$ cat config.mk
export PLATFORM = sky130hd
export DESIGN_NAME = arb_requester
export DESIGN_NICKNAME = d
export VERILOG_FILES = /design/src/rtl/arb_pkg.sv /design/src/rtl/arb_req_fifo.sv /design/src/rtl/arb_requester.sv
export SDC_FILE = /design/constraint.sdc
export NUM_CORES = 1
export LEC_CHECK = 0
export CAP_MARGIN = 20
export CORE_UTILIZATION = 60
export DETAILED_ROUTE_END_ITERATION = 10
export GPL_ROUTABILITY_DRIVEN = 0
export MAX_ROUTING_LAYER = met4
export PLACE_DENSITY = 0.8
export SLEW_MARGIN = 20
export SYNTH_ARGS = -nofsm -noshare
export SYNTH_HDL_FRONTEND = slang
export SYNTH_HIERARCHICAL = 1
export SYNTH_SLANG_ARGS = --single-unit
export TNS_END_PERCENT = 5
$ cat constraint.sdc
create_clock -name clk -period 4 [get_ports clk]
set_input_delay 0.4 -clock clk [delete_from_list [all_inputs] [get_ports clk]]
set_output_delay 0.4 -clock clk [all_outputs]
set_load 0.005 [all_outputs]
$ cat src/rtl/arb_pkg.sv
// Shared definitions for the arbiter requester agents.
package arb_pkg;

   localparam int unsigned NUM_REQ = 4;

   typedef enum logic [1:0] {
      StIdle,
      StReq,
      StXfer,
      StRel
   } req_state_e;

endpackage

$ cat src/rtl/arb_req_fifo.sv
// Synchronous circular FIFO with occupancy count; a full FIFO refuses a push even alongside a pop.
module arb_req_fifo #(
   parameter int unsigned DATA_W = 8,
   parameter int unsigned DEPTH  = 4
) (
   input  logic                        clk_i,
   input  logic                        rst_i,
   input  logic                        push_i,
   input  logic [DATA_W-1:0]           push_data_i,
   input  logic                        pop_i,
   output logic [DATA_W-1:0]           head_o,
   output logic [$clog2(DEPTH+1)-1:0]  count_o,
   output logic                        full_o,
   output logic                        empty_o
);

   localparam int unsigned CntW = $clog2(DEPTH + 1);
   localparam int unsigned PtrW = $clog2(DEPTH);

   logic [DATA_W-1:0] mem_q [DEPTH];
   logic [PtrW-1:0]   wr_ptr_q, wr_ptr_d;
   logic [PtrW-1:0]   rd_ptr_q, rd_ptr_d;
   logic [CntW-1:0]   count_q, count_d;
   logic              push_acc, pop_acc;

   assign full_o  = (count_q == CntW'(DEPTH));
   assign empty_o = (count_q == '0);
   assign count_o = count_q;
   assign head_o  = mem_q[rd_ptr_q];

   assign push_acc = push_i & ~full_o;
   assign pop_acc  = pop_i & ~empty_o;

   // Pointers wrap naturally because DEPTH is a power of two.
   always_comb begin
      wr_ptr_d = wr_ptr_q;
      rd_ptr_d = rd_ptr_q;
      count_d  = count_q;
      if (push_acc) wr_ptr_d = wr_ptr_q + 1'b1;
      if (pop_acc)  rd_ptr_d = rd_ptr_q + 1'b1;
      case ({push_acc, pop_acc})
         2'b10:   count_d = count_q + 1'b1;
         2'b01:   count_d = count_q - 1'b1;
         default: count_d = count_q;
      endcase
   end

   always_ff @(posedge clk_i) begin
      if (rst_i) begin
         wr_ptr_q <= '0;
         rd_ptr_q <= '0;
         count_q  <= '0;
      end else begin
         wr_ptr_q <= wr_ptr_d;
         rd_ptr_q <= rd_ptr_d;
         count_q  <= count_d;
      end
   end

   always_ff @(posedge clk_i) begin
      if (push_acc) mem_q[wr_ptr_q] <= push_data_i;
   end

endmodule

$ cat src/rtl/arb_requester.sv
// Requester-side agent for the req/gnt arbiter handshake: buffers producer words, requests
// the bus, streams bounded bursts on grant and flags starvation and illegal grants.
module arb_requester
   import arb_pkg::*;
#(
   parameter int unsigned DATA_W    = 8,
   parameter int unsigned DEPTH     = 4,
   parameter int unsigned MAX_BURST = 4,
   parameter int unsigned TIMEOUT   = 15
) (
   input  logic              clk,
   input  logic              rst,
   input  logic              push_valid,
   input  logic [DATA_W-1:0] push_data,
   output logic              push_ready,
   input  logic              gnt,
   output logic              req,
   output logic              bus_valid,
   output logic [DATA_W-1:0] bus_data,
   output logic              starved,
   output logic              protocol_err
);

   localparam int unsigned CntW  = $clog2(DEPTH + 1);
   localparam int unsigned BeatW = $clog2(MAX_BURST + 1);
   localparam int unsigned WaitW = $clog2(TIMEOUT + 1);

   req_state_e        state_q, state_d;
   logic [BeatW-1:0]  beat_cnt_q, beat_cnt_d;
   logic [WaitW-1:0]  wait_cnt_q, wait_cnt_d;
   logic              starved_q, starved_d;
   logic              perr_q, perr_d;

   logic [DATA_W-1:0] fifo_head;
   logic [CntW-1:0]   fifo_count;
   logic              fifo_full, fifo_empty;
   logic              push_acc, last_word;

   arb_req_fifo #(
      .DATA_W (DATA_W),
      .DEPTH  (DEPTH)
   ) u_fifo (
      .clk_i       (clk),
      .rst_i       (rst),
      .push_i      (push_valid),
      .push_data_i (push_data),
      .pop_i       (bus_valid),
      .head_o      (fifo_head),
      .count_o     (fifo_count),
      .full_o      (fifo_full),
      .empty_o     (fifo_empty)
   );

   assign push_ready   = ~fifo_full;
   assign push_acc     = push_valid & ~fifo_full;
   assign last_word    = (fifo_count == CntW'(1));
   assign req          = (state_q == StReq) | (state_q == StXfer);
   assign bus_valid    = (state_q == StXfer) & gnt & ~fifo_empty;
   assign bus_data     = bus_valid ? fifo_head : '0;
   assign starved      = starved_q;
   assign protocol_err = perr_q;

   always_comb begin
      state_d    = state_q;
      beat_cnt_d = beat_cnt_q;
      wait_cnt_d = wait_cnt_q;
      starved_d  = starved_q;
      perr_d     = perr_q;
      case (state_q)
         StIdle: begin
            if (gnt)         perr_d  = 1'b1;
            if (!fifo_empty) state_d = StReq;
         end
         StReq: begin
            if (gnt) begin
               state_d    = StXfer;
               wait_cnt_d = '0;
               starved_d  = 1'b0;
               beat_cnt_d = '0;
            end else begin
               if (wait_cnt_q != WaitW'(TIMEOUT)) wait_cnt_d = wait_cnt_q + 1'b1;
               if (wait_cnt_d == WaitW'(TIMEOUT)) starved_d = 1'b1;
            end
         end
         StXfer: begin
            // gnt low is a preemption: hold req and keep beat_cnt for the resume.
            if (bus_valid) begin
               beat_cnt_d = beat_cnt_q + 1'b1;
               if ((beat_cnt_q == BeatW'(MAX_BURST - 1)) || (last_word && !push_acc)) begin
                  state_d = StRel;
               end
            end else if (gnt) begin
               state_d = StRel;
            end
         end
         StRel: begin
            if (gnt) perr_d = 1'b1;
            state_d = StIdle;
         end
         default: state_d = StIdle;
      endcase
   end

   always_ff @(posedge clk) begin
      if (rst) begin
         state_q    <= StIdle;
         beat_cnt_q <= '0;
         wait_cnt_q <= '0;
         starved_q  <= 1'b0;
         perr_q     <= 1'b0;
      end else begin
         state_q    <= state_d;
         beat_cnt_q <= beat_cnt_d;
         wait_cnt_q <= wait_cnt_d;
         starved_q  <= starved_d;
         perr_q     <= perr_d;
      end
   end

endmodule

### Word level (Yosys, flattened, before mapping)

Memories as Yosys holds them, arrays and structs flattened. A register that Yosys moved wholly into a read port is not among the register bits.
Cells that the tools add are included.

| word-level totals | value |
|---|---|
| bits in registers | 18 |
| memory bits (writable) | 32 |
| input bits | 12 |
| output and inout port bits | 13 |
| word-level logic and storage cells | 71 |
| memories kept | 1 |

Memory list:

| name | words | width | rd ports | clocked after Yosys merged registers in | wr ports | line | text |
|---|---|---|---|---|---|---|---|
| u_fifo.mem_q | 4 | 8 | 1 | 1 | 1 | arb_req_fifo.sv:20 | `logic [DATA_W-1:0] mem_q [DEPTH];` |

| cells by class | value |
|---|---|
| $add $sub $neg | 6 |
| equality and inequality tests | 15 |
| mux-type cells | 21 |
| bitwise logic cells | 7 |
| reduce and logical (&&, ||, !) cells | 13 |

Operators by type and width:

| kind | count |
|---|---|
| $mux 4 | 4 |
| $mux 2 | 7 |
| $pmux 3 s2 | 2 |
| $mux 8 | 1 |
| $pmux 2 s4 | 1 |
| $add 3x1->3 const B | 2 |
| $eq 2x2->1 const B | 3 |
| $mux 3 | 2 |
| $ne 2x2->1 const B | 3 |
| $reduce_bool 2->1 | 3 |
| $add 2x1->2 const B | 2 |
| $add 4x1->4 const B | 1 |
| $and 1x1->1 | 4 |
| $eq 2x1->1 const B | 2 |
| $eq 4x4->1 const B | 1 |
| $mux 1 | 4 |
| $ne 4x4->1 const B | 1 |
| $reduce_and 2->1 | 2 |
| $reduce_and 4->1 | 1 |
| $eq 3x1->1 const B | 1 |
| $eq 3x2->1 const B | 1 |
| $eq 3x3->1 const B | 1 |
| $logic_not 3->1 | 1 |
| $ne 3x2->1 const B | 1 |
| 10 further kinds | 11 |

### Logic depth before layout (Yosys ltp)

| depth | value |
|---|---|
| depth in word-level cells | 9 |
| mapped depth | 12 |
| mapped depth without buffers | 12 |

### Hierarchy

Netlist, hierarchy kept.

Modules (own cells, without submodules):

| module | instances | cells an instance | area an instance (um2) | sequential area each (um2) |
|---|---|---|---|---|
| arb_req_fifo | 1 | 96 | 1635.3 | 1141.1 |
| arb_requester | 1 | 83 | 700.7 | 220.2 |

### Worst setup path before layout

Ideal clock, no wire load.

| timing | value |
|---|---|
| path kind | flip-flop to flip-flop |
| from | reg u_fifo.count_q[0] (netlist: u_fifo/count_o[0]) |
| to | reg u_fifo.count_q[2] (netlist: u_fifo/count_o[2]) |
| library setup time | 70 ps |
| arrival time | 2301 ps |
| required time | 3930 ps |
| slack | 1629 ps |
| stages on the path, launching flop included | 12 |
| path buffers | 0 |
| period minus slack after synthesis | 2371 ps |
| cells stage by stage | dfxtp_1 nor3_2 nand3b_2 inv_1 o31ai_2 inv_1 ha_1 inv_1 fa_1 xor2_1 or3_1 a21oi_1 |

| between the ends | value |
|---|---|
| cells in the longest elaborated chain, start to end | 6 |
| elaborated cells on any way between the ends | 13 |
| those cells by class | 2 x add/sub; 3 x eq/ne; 1 x mux; 5 x bitwise; 2 x reduce/logical |

RTL lines:

| element | line | text |
|---|---|---|
| start: declaration | arb_req_fifo.sv:23 | `logic [CntW-1:0] count_q, count_d;` |
| start signal: assignment | arb_req_fifo.sv:56 | `count_q <= count_d;` |
| $logic_not 3->1 * | arb_req_fifo.sv:27 | `assign empty_o = (count_q == '0);` |
| named net fifo_empty | arb_requester.sv:36 | `logic fifo_full, fifo_empty;` |
| $not 1->1 * | arb_requester.sv:58 | `assign bus_valid = (state_q == StXfer) & gnt & ~fifo_empty;` |
| $and 1x1->1 * | arb_requester.sv:58 |  |
| named net bus_valid | arb_requester.sv:18 | `output logic bus_valid,` |
| $and 1x1->1 * | arb_req_fifo.sv:32 | `assign pop_acc = pop_i & ~empty_o;` |
| named net u_fifo.pop_acc | arb_req_fifo.sv:24 | `logic push_acc, pop_acc;` |
| $eq 2x1->1 / $eq 2x2->1 (equally long branches) | arb_req_fifo.sv:41 | `case ({push_acc, pop_acc})` |
| $pmux 3 s2 / $reduce_bool 2->1 (equally long branches) | n/a |  |

Mark *: on every way through the listed nets, which the timed path passes. The rest lies on a longest branch.
A chain may end at the register's enable or synchronous reset.

### Worst setup path after layout

| timing | value |
|---|---|
| from | in gnt |
| to | reg u_fifo.count_q[2] (netlist: u_fifo/count_o[2]) |

| between the ends | value |
|---|---|
| cells in the longest elaborated chain, start to end | 5 |
| elaborated cells on any way between the ends | 7 |
| those cells by class | 2 x eq/ne; 1 x mux; 3 x bitwise; 1 x reduce/logical |

RTL lines:

| element | line | text |
|---|---|---|
| start: declaration | arb_requester.sv:16 | `input logic gnt,` |
| $and 1x1->1 * (2 in a row) | arb_requester.sv:58 |  |
| $and 1x1->1 * | arb_req_fifo.sv:32 |  |
| named net u_fifo.pop_acc | arb_req_fifo.sv:24 |  |
| $eq 2x1->1 / $eq 2x2->1 (equally long branches) | arb_req_fifo.sv:41 |  |
| $pmux 3 s2 / $reduce_bool 2->1 (equally long branches) | n/a |  |

Marks and branches as above.

==> metrics.cfg <==
[clock_network]
ctsRootBufferMaster=clkbuf_8
htreeDepth=2
cts_tree=yes
clk_pin_slew_ns=0.09
cts_sinks=52
cts_setup_buffers=0
cts-resized-gates=0
ctsLongestPathBuffers=2
worst_skew_pair.late_latency_ns=0.29
cts_hold_buffers=0
numCtsBuffers=5

[critical_path]
reg2reg_setup_slack_ns=1.28
endpoint_kind=register
ff2ff_path_depth=11
required_ns=4.22
critPathKind=primary input to register
worst-endpoint-arrival_ns=3.00
r2r-start=u_fifo/count_o[0]$_SDFFE_PP0P_
rr_endpoint=u_fifo/count_o[2]$_SDFFE_PP0P_
cp_max_fo=12
cp-start-kind=primary input

[flow_run]
drv_cap=0

[worst_hold_path]
hp-start=protocol_err$_SDFFE_PP0P_
min_path_cells=2
whs_endpoint=protocol_err$_SDFFE_PP0P_
min_path_type=register to register

[finish]
finalInstanceArea_um2=2720
fin_util_pct=73.7
n_antenna_cell=0
fin_nets=228
area_delta_synth_final_pct=16.4
layout-drive-gt1-share_pct=12.2

[floorplan]
fp.dieH_um=64.4
rows=22
start_util_pct=63.3
die_w_um=64.4
core_um2=3690
die_area_um2=4150
ios=25

[pwr]
leakage_nw=0.970
power_density_nw_per_um2=445
p_comb_share_pct=18.0
netSwitchingFraction_pct=24.6
ir_drop_mv=0.308
p_switching_w=0.000297
intPower_w=0.000911
pwr-share-seq_pct=51.6
pwr-share-clk_pct=30.4

[yosys]
yosysSeqAreaShare_pct=58.3
synthFlopType=edfxtp_1
yosys_warnings=6
ys_types=37
async_reset_ff_share_pct=0
mappedNetlistArea_um2=2340
yosysMostFrequentCell=edfxtp_1
netlist_instances=179
syn-num-nets=203
synth_seq_cells=52
synth.top_cells.by_count=32 x edfxtp_1, 20 x dfxtp_1, 17 x nor2_1
synth_top_area_share_pct=41.1
synth.avg_cell_area_um2=13.1
synth_top_area_cell=edfxtp_1
synth_edf_count=32
yosys-top-cells-area=edfxtp_1 41%, dfxtp_1 17%, mux4_2 7.7%

[sta]
whs_ns=0.492
fmax_mhz=359
rsz0062_at_grt=false
layout_setup_ws_ns=1.22
worst_pin_slew_ns=0.741
skew_ns=0.00562
finalSetupViolCount=0
post-route-period-util_pct=69.5
setup_tns_ns=0
slew_headroom_pct=50.5
finalHoldViolCount=0
slew_violations=0
period_needed_ns=2.78

[global_routing]
grt-ovfl-total=0
grt_pass1_vias=1476
grt_antenna_before_repair=0
grt_pass1_wl_um=6460
grt_use_total_pct=21.6
grt_max_degree=22

[routing]
ant_nets=0
drc=0
dr.pass1.iters=5
maxUsedRoutingLayer=met4
wl_met3_um=139
vias_per_cell=5.69
dr_wl_met2_um=1960
vias=1440
wl_met1_um=1690
totalWireLength_um=3820
drt_iter0_drc=57
avgRoutedWirePerCell_um=15.1

[placement]
numPortBuffers=24
pre_cts_ws_ns=0.911
placed_area_um2=2600
hpwl_um=2710

[run_status]
status=completed

worst max-delay path: stages:
cell and delay [ns]:
clkdlybuf4s50_1 0.67, nand3b_2 0.16, inv_1 0.32, o31ai_2 0.14, inv_1 0.09, ha_1 0.18, inv_1 0.06, fa_1 0.37
xor2_1 0.16, or3_1 0.31, a21oi_1 0.13
stage by stage:
| stage | cells | power [W] |
|---|---|---|
| floorplan | 179 | 0.000786 |
| global placement | 245 | 0.000841 |
| detailed placement | 245 | 0.000854 |
| CTS | 253 | 0.00122 |
| global route | 253 | 0.00126 |
| finish | 253 | 0.00121 |
state kept, by name, summed over array words and instances (netlist names), named ones only:
name             cells
u_fifo/mem_q        32
wait_cnt_q           4
beat_cnt_q           3
u_fifo/count_o       3
state_q              2
u_fifo/rd_ptr_q      2
u_fifo/wr_ptr_q      2
protocol_err         1
starved              1
power groups by stage:
stage                     sequential [W]  clock, W  combinational [W]
after floorplan                 0.000630         0           0.000156
after global placement          0.000633         0           0.000207
after detailed placement        0.000636         0           0.000217
after CTS                       0.000624  0.000374           0.000218
after global routing            0.000628  0.000393           0.000244
final                           0.000624  0.000367           0.000218
kinds of logic (layout without fill, tap and decap cells):
kind of cell,after synthesis,in the layout,synth area share [%]
AO/OA/AOI/OAI,29,29,8.46
XOR/XNOR,3,3,1.13
adder cells (fa/ha/maj),12,12,6.75
buffers and inverters,21,47,4.07
flip-flops,52,52,58.3
multiplexers,11,11,9.00
AND/OR/NAND/NOR,51,51,12.3
cells in the final DEF, fill, tap and decap left out, types with 6 or more instances in the layout:
cell | netlist | routed
a21oi_1 | 9 | 9
and2_1 | 12 | 12
clkbuf_8 | 0 | 6
clkdlybuf4s50_1 | 0 | 24
dfxtp_1 | 20 | 20
edfxtp_1 | 32 | 32
ha_1 | 11 | 11
inv_1 | 15 | 15
mux4_2 | 8 | 8
nor2_1 | 17 | 17
o21ai_0 | 7 | 7
layer usage:
metal / vias to the layer above / global-route usage (%)
met5: - / -
met4: 0 / 9.17
li1: 693 / -
met2: 40 / 35.8
met3: 5 / 3.75
met1: 702 / 26.0
how the worst max path moves through the flow:
stage,start,to,cells past startpoint
3_3_place_gp,gnt,u_fifo/count_o[2]$_SDFFE_PP0P_,11
3_5_place_dp,gnt,u_fifo/count_o[2]$_SDFFE_PP0P_,11
5_1_grt,gnt,u_fifo/count_o[2]$_SDFFE_PP0P_,11
6_report,gnt,u_fifo/count_o[2]$_SDFFE_PP0P_,11
4_1_cts,gnt,u_fifo/count_o[2]$_SDFFE_PP0P_,11
2_1_floorplan,u_fifo/count_o[0]$_SDFFE_PP0P_,u_fifo/count_o[2]$_SDFFE_PP0P_,11
layout make-up:
| type | count | area (um^2) |
|---|---|---|
| clock buffer | 6 | 82.6 |
| clock inverter | 2 | 38.8 |
| fill | 261 | 970 |
| inverter | 15 | 56.3 |
| multi-input combinational | 106 | 880 |
| sequential | 52 | 1360 |
| tap | 48 | 60.1 |
| timing repair buffer | 24 | 240 |
Note: power is estimated with default switching activity, not from simulation.
